===== config.mk =====
export PLATFORM = sky130hd
export DESIGN_NAME = tag_responder
export DESIGN_NICKNAME = d
export VERILOG_FILES = /design/src/rtl/tag_responder.sv
export SDC_FILE = /design/constraint.sdc
export NUM_CORES = 2
export LEC_CHECK = 0
export CELL_PAD_IN_SITES_DETAIL_PLACEMENT = 1
export CELL_PAD_IN_SITES_GLOBAL_PLACEMENT = 2
export CORE_MARGIN = 3
export CORE_UTILIZATION = 29
export DETAILED_ROUTE_END_ITERATION = 7
export GPL_TIMING_DRIVEN = 0
export PLACE_DENSITY_LB_ADDON = 0.1
export SETUP_SLACK_MARGIN = 0.5
export SLEW_MARGIN = 20
export SYNTH_ARGS = -nofsm -noshare
export SYNTH_HDL_FRONTEND = slang
export SYNTH_SLANG_ARGS = --single-unit

===== constraint.sdc =====
create_clock -name clk -period 4.15 [get_ports clk]
set_input_delay 0.415 -clock clk [delete_from_list [all_inputs] [get_ports clk]]
set_output_delay 0.415 -clock clk [all_outputs]
set_load 0.02 [all_outputs]

===== src/rtl/tag_responder.sv =====
// tag_responder: in-order tagged read responder with fixed latency.
// Flags a tag that is issued again while it is still outstanding.
//
// Ports:
//   clk, reset      clock, async active-low reset
//   i_req_*         request: valid/ready, effective address, tag
//   o_rsp_*         response: valid/ready, tag, data (ea + slice index)
//   o_cnt           number of outstanding requests
//   o_err_dup       sticky duplicate-outstanding-tag flag
module tag_responder #(
  parameter int addr_width  = 64,
  parameter int data_width  = 1024,
  parameter int tag         = 256,
  parameter int tag_width   = $clog2(tag),
  parameter int depth       = 8,
  parameter int depth_width = $clog2(depth),
  parameter int latency     = 4
) (
  input  logic                   clk,
  input  logic                   reset,
  input  logic                   i_req_v,
  output logic                   i_req_r,
  input  logic [addr_width-1:0]  i_req_ea,
  input  logic [tag_width-1:0]   i_req_tag,
  output logic                   o_rsp_v,
  input  logic                   o_rsp_r,
  output logic [tag_width-1:0]   o_rsp_tag,
  output logic [data_width-1:0]  o_rsp_data,
  output logic [depth_width:0]   o_cnt,
  output logic                   o_err_dup
);

  localparam int tmr_width =
    (latency > 1) ? $clog2(latency) : 1;
  localparam int slices = data_width / addr_width;
  localparam logic [tmr_width-1:0] tmr_init =
    tmr_width'(latency - 1);
  localparam logic [depth_width:0] cnt_full =
    (depth_width + 1)'(depth);

  logic [addr_width-1:0]  ea_q  [depth];
  logic [addr_width-1:0]  ea_d  [depth];
  logic [tag_width-1:0]   tag_q [depth];
  logic [tag_width-1:0]   tag_d [depth];
  logic [tmr_width-1:0]   tmr_q [depth];
  logic [tmr_width-1:0]   tmr_d [depth];
  logic [depth_width-1:0] wr_ptr_q, wr_ptr_d;
  logic [depth_width-1:0] rd_ptr_q, rd_ptr_d;
  logic [depth_width:0]   cnt_q, cnt_d;
  logic [tag-1:0]         bitmap_q, bitmap_d;
  logic                   err_q, err_d;

  logic                   push, pop;
  logic [addr_width-1:0]  head_ea;
  logic [tag_width-1:0]   head_tag;
  logic [tmr_width-1:0]   head_tmr;

  assign head_ea  = ea_q[rd_ptr_q];
  assign head_tag = tag_q[rd_ptr_q];
  assign head_tmr = tmr_q[rd_ptr_q];

  // Ready/valid are gated by reset so both read 0
  // for the whole time reset is held.
  assign i_req_r = reset & (cnt_q < cnt_full);
  assign o_rsp_v = reset & (cnt_q != '0)
                 & (head_tmr == '0);

  assign push = i_req_v & i_req_r;
  assign pop  = o_rsp_v & o_rsp_r;

  assign o_rsp_tag = o_rsp_v ? head_tag : '0;
  assign o_cnt     = cnt_q;
  assign o_err_dup = err_q;

  for (genvar g = 0; g < slices; g++) begin : g_slice
    assign o_rsp_data[g*addr_width +: addr_width] =
      o_rsp_v ? head_ea + addr_width'(g) : '0;
  end

  always_comb begin
    ea_d     = ea_q;
    tag_d    = tag_q;
    wr_ptr_d = wr_ptr_q;
    rd_ptr_d = rd_ptr_q;
    bitmap_d = bitmap_q;
    err_d    = err_q;
    for (int i = 0; i < depth; i++) begin
      tmr_d[i] = tmr_q[i];
      if (tmr_q[i] != '0) tmr_d[i] = tmr_q[i] - 1'b1;
    end
    if (pop) begin
      rd_ptr_d = rd_ptr_q + 1'b1;
      bitmap_d[head_tag] = 1'b0;
    end
    if (push) begin
      ea_d[wr_ptr_q]  = i_req_ea;
      tag_d[wr_ptr_q] = i_req_tag;
      tmr_d[wr_ptr_q] = tmr_init;
      wr_ptr_d = wr_ptr_q + 1'b1;
      // Checked after the pop clear, so a same-cycle
      // retire and reissue of one tag is legal.
      if (bitmap_d[i_req_tag]) err_d = 1'b1;
      bitmap_d[i_req_tag] = 1'b1;
    end
    cnt_d = cnt_q + (depth_width + 1)'(push)
                  - (depth_width + 1)'(pop);
  end

  always_ff @(posedge clk or negedge reset) begin
    if (!reset) begin
      for (int i = 0; i < depth; i++) begin
        ea_q[i]  <= '0;
        tag_q[i] <= '0;
        tmr_q[i] <= '0;
      end
      wr_ptr_q <= '0;
      rd_ptr_q <= '0;
      cnt_q    <= '0;
      bitmap_q <= '0;
      err_q    <= 1'b0;
    end else begin
      ea_q     <= ea_d;
      tag_q    <= tag_d;
      tmr_q    <= tmr_d;
      wr_ptr_q <= wr_ptr_d;
      rd_ptr_q <= rd_ptr_d;
      cnt_q    <= cnt_d;
      bitmap_q <= bitmap_d;
      err_q    <= err_d;
    end
  end

endmodule


Yosys cells after proc, flatten, opt, wreduce, memory -nomap -nowiden

Cells that the tools add are included.

Register bits: 859
Latch bits: 0
Memory bits (writable): 0
ROM bits: 0
Input port bits: 76
Word-level logic and storage cells: 140
Memories: 0

$add $sub $neg: 27
Multiply operators: 0
Div/mod/pow operators: 0
Magnitude comparators: 8
Equality and inequality tests: 0
Shift-type cells: 0
Muxes and demuxes: 51
Bitwise operators: 11
Reduce and logical (&&, ||, !) cells: 14

Operators by type and width:

| cell                    | count |
|---|---|
| $mux W64                | 19 |
| $add A64 B4 Y64 const B | 8 |
| $bwmux W512             | 1 |
| $mux W256               | 2 |
| $add A64 B3 Y64 const B | 4 |
| $and A256 B256 Y256     | 1 |
| $not A256 Y256          | 1 |
| $or A256 B256 Y256      | 1 |
| $bmux W64 S3            | 1 |
| $demux W64 S3           | 1 |
| $add A64 B2 Y64 const B | 2 |
| $add A64 B1 Y64 const B | 1 |
| $bwmux W64              | 1 |
| $mux W8                 | 4 |
| $bmux W8 S3             | 1 |
| $demux W8 S3            | 1 |
| $mux W2                 | 11 |
| $lt A8 B9 Y1 const B    | 2 |
| $demux W1 S8            | 2 |
| $ge A8 B1 Y1 const B    | 2 |
| $mux W16                | 1 |
| $or A16 B16 Y16         | 1 |
| $reduce_bool A2 Y1      | 8 |
| $sub A2 B1 Y2 const B   | 8 |
| 16 further kinds        | 27 |

Depth between registers and ports, before layout

Depth after elaboration: 14
Mapped depth: 19
Mapped depth without buffers: 13

Least setup slack after synthesis

OpenSTA, ideal clock, no wires.

Path kind: reg2out
Start: register rd_ptr_q[0]
End: output port o_rsp_data[863]
Data arrival time: 4.380 ns
Required time: 3.735 ns
Slack: -0.645 ns
Stages on the path, launching flop included: 19
Cell sequence: dfrtp_1 > buf_6 > buf_12 > buf_12 > buf_8 > buf_6 > buf_6 > mux4_2 > mux2i_2 > inv_1 > ha_1 > nand2_1 > nand2_1 > a21oi_1 > nand2b_1 > clkbuf_1 > nor3_2 > a21o_1 > a21oi_1

Cells in the longest elaborated chain, start to end: 7
Elaborated cells on any way between the ends: 11
Classes of those cells: add/sub (1); mux (7); bitwise (2); reduce/logical (1)

Ends and longest elaborated chain:

| element                                                 | line   | text |
|---|---|---|
| start, declared                                         | 48     | `logic [depth_width-1:0] rd_ptr_q, rd_ptr_d;` |
| start signal, assigned                                  | 126    | `rd_ptr_q <= rd_ptr_d;` |
| $not A3 Y4 (implied by the code) (*)                    | 58, 60 |  |
| branches (longest 5 deep; another with $add A64 B4 Y64) | -      |  |
| $mux W64 (*)                                            | 77     | `o_rsp_v ? head_ea + addr_width'(g) : '0;` |
| end, declared                                           | 28     | `output logic [data_width-1:0] o_rsp_data,` |

Every way passes the cells marked *. The select of a mux whose other input is x is not followed.

Final worst setup path

Same ends and word-level chain as after synthesis.

==> reports/metrics.csv <==
metric;value;unit
final_common_cell;nor2_1;
final_hold_viol_count;0;
rsz0062_at_grt;yes;
hpwl;372000;um
hp-class;in2async;
cts.sinks;859;
crit_path_start_kind;register;
max_freq;180;MHz
p_int;0.0460;W
syn_avg_cell_area;9.12;um^2
cp-end-kind;primary output;
critPathMaxFanout;8;
start_util;0.293;
layout-drive-gt1-share;0.393;
synth_cell_types;97;
slew_headroom;0.0398;
cp.required;3.73;ns
netlist_area;0.0587;mm^2
hold_slack;0.0335;ns
post-route-min-period;5.56;ns
clk_latency;0.73;ns
cap_viol_max_count;0;
period_share;1.34;
num_rows;164;
worst_slack;-1.41;ns
max-vdd-ir-drop;682;uV
yosys-top-cells-area;dfrtp_1 37%, mux2_2 11%, nor2_1 9.2%;
antenna_found_initial;62;
mappedNetlistNets;6537;
vias_per_cell;5.85;
dp_slack;-4.39;ns
drc;0;
pwr-share-clk;0.084;
setup_viol_count_final;1711;
power_switching;0.0609;W
synth.top_cell.area_share;0.366;
grt_pass1_wl;623000;um
slew_viol_final;0;
cts_buffers;92;
grt_max_degree;144;
firstDrtPassIters;5;
dp.cells;10300;
synth_seq_cells;859;
root_buffer;clkbuf_16;
synth_cells;6440;
power_per_cell_area;1170;mW/mm^2
cts.htree.levels;3;
fin_cells;11000;
clockBufferDepth;3;
crit_type;reg2out;
place_congestion;1.03;
ys_async_sr_fraction;1.00;
ys_seq_area_frac;0.366;
most-common-layout-cells;965 x nor2_1, 857 x dfrtp_1, 576 x buf_4;
drtAntennaViolNets;0;
grt_usage;0.445;
synth-edff-count;0;
path_clk_slew;0.06;ns
r2r_cells;17;
grt_pass1_vias;62700;
synth_flop_cell;dfrtp_1;
ios;1115;
yosys.area.top_type;dfrtp_1;
combPwrFrac;0.798;
cts_tree;built;
fp.dieH;456;um
fin_skew;0.0428;ns
synth_warnings;0;
seqPwrFrac;0.118;
rrSetupSlack;-0.29;ns
syn2layout_area_growth;55.1;%
drt_wl_total;485000;um
dieArea;0.208;mm^2
leakagePower;38.8;nW
core-area;0.200;mm^2
power.total;0.107;W
numPortBuffers;1110;
grt-ovfl-total;0;
violations;negative setup slack;
first_iter_violations;6425;
status;finished with violations;
tightest_slew;1.44;ns
vias;64500;
wl_per_cell;43.9;um
die_w;456;um
swShare;0.570;
nNetsFinal;8366;
critical_path_arrival;5.15;ns
registers in the layout (all words and copies together) (netlist names):
name / count
bitmap_q: 256
ea_q: 512
o_cnt: 4
o_err_dup: 1
rd_ptr_q: 3
tag_q: 64
tmr_q: 16
wr_ptr_q: 3
worst paths after layout:
kind | start | to
max | rd_ptr_q[0] | o_rsp_data[863]
min | reset | tmr_q[15]
max reg2reg | rd_ptr_q[0] | o_err_dup
min reg2reg | tag_q[53] | tag_q[53]
max in group asynchronous | reset | bitmap_q[144]
min in group clk | tag_q[53] | tag_q[53]
per-stage QoR:
stage	util	setup TNS (ns)	instance area [um^2]
after CTS	0.430	-1358.37	86200
after global placement	0.369	-	74000
after global routing	0.454	-1594.81	91000
final	0.454	-1473.28	91100
after floorplan	-	-2.12	59600
after detailed placement	0.378	-4034.79	75700
power by group through the flow:
stage	Sequential [W]	Clock, W	Combinational, W
after global placement	0.0126	0	0.0697
final	0.0126	0.00902	0.0853
after floorplan	0.0121	0	0.0331
after CTS	0.0125	0.00912	0.0780
after global routing	0.0129	0.00948	0.0852
after detailed placement	0.0127	0	0.0721
per-layer routing:
metal  track usage  part of all wire  vias to the layer above
met4         0.367              0.10                       34
met1         0.529              0.38                    33700
met2         0.689              0.44                     3832
li1              -                 -                    25500
met3        0.0996             0.080                     1375
met5             0           0.00046                        -
cells in the mapped netlist (12+ instances only):
master    instances
o41ai_1          23
or4_1            17
mux2i_2          19
nor2_1         1444
o22ai_1          35
buf_2            59
o311ai_0         13
nor4_1           29
or3_1            19
mux4_2          148
clkbuf_1        392
o211ai_1         29
a21oi_1          52
inv_1            37
o31ai_1          32
or2_2            16
nand2b_1         42
nor3_1           98
mux2i_1          73
nand3_1          92
ha_1             20
o21ai_1          14
xor2_1          421
nand2_1         507
nand2_2          12
o21ai_0         490
buf_1            47
and2_1           29
nand4_1          29
mux4_1           13
mux2_2          572
xnor2_1         469
a211oi_1         13
buf_4            52
dfrtp_1         859
cell type report:
cell class | instances | area (um^2)
fill | 22200 | 109000
multi-input combinational | 4968 | 40900
sequential | 859 | 21500
timing repair buffer | 1734 | 17100
buffer | 573 | 4680
tap | 2656 | 3320
clock buffer | 136 | 2740
clock inverter | 35 | 528
inverter | 41 | 223
antenna | 27 | 67.6
worst max-delay path: stages (launching register included):
cell and delay (ns):
dfrtp_2 0.39, buf_12 0.14, buf_16 0.15, buf_16 0.14, buf_12 0.13, buf_16 0.12, buf_16 0.15, mux4_2 0.56
mux2i_4 0.19, buf_12 0.16, clkinvlp_4 0.18, ha_4 0.21, clkbuf_16 0.17, buf_6 0.13, a21oi_4 0.26, nand2b_4 0.20
clkbuf_16 0.16, nor3_4 0.05, buf_12 0.19, buf_12 0.15, a21o_1 0.20, a21oi_2 0.15, buf_6 0.19
logic make-up (layout without fill, tap and decap cells):
| logic type | after synthesis | in the layout | share of synthesized area |
|---|---|---|---|
| flops | 859 | 859 | 0.366 |
| buf+inv | 614 | 2519 | 0.0482 |
| compound gates | 792 | 792 | 0.0792 |
| fa+ha+maj | 21 | 21 | 0.00460 |
| xor+xnor | 890 | 890 | 0.133 |
| other cells | 0 | 27 | 0 |
| mux | 832 | 833 | 0.191 |
| simple gates | 2432 | 2432 | 0.178 |
timing repair:
action                                  in CTS  in global routing
hold buffers                                 9                  4
resized for setup                         2597               1230
buffers inserted                           296                241
gates cloned                                 5                  9
hold endpoints to repair                   111                216
pin swaps                                  190                203
endpoints found under the setup margin    1888               1882
Power figures use the tool's default switching activity.
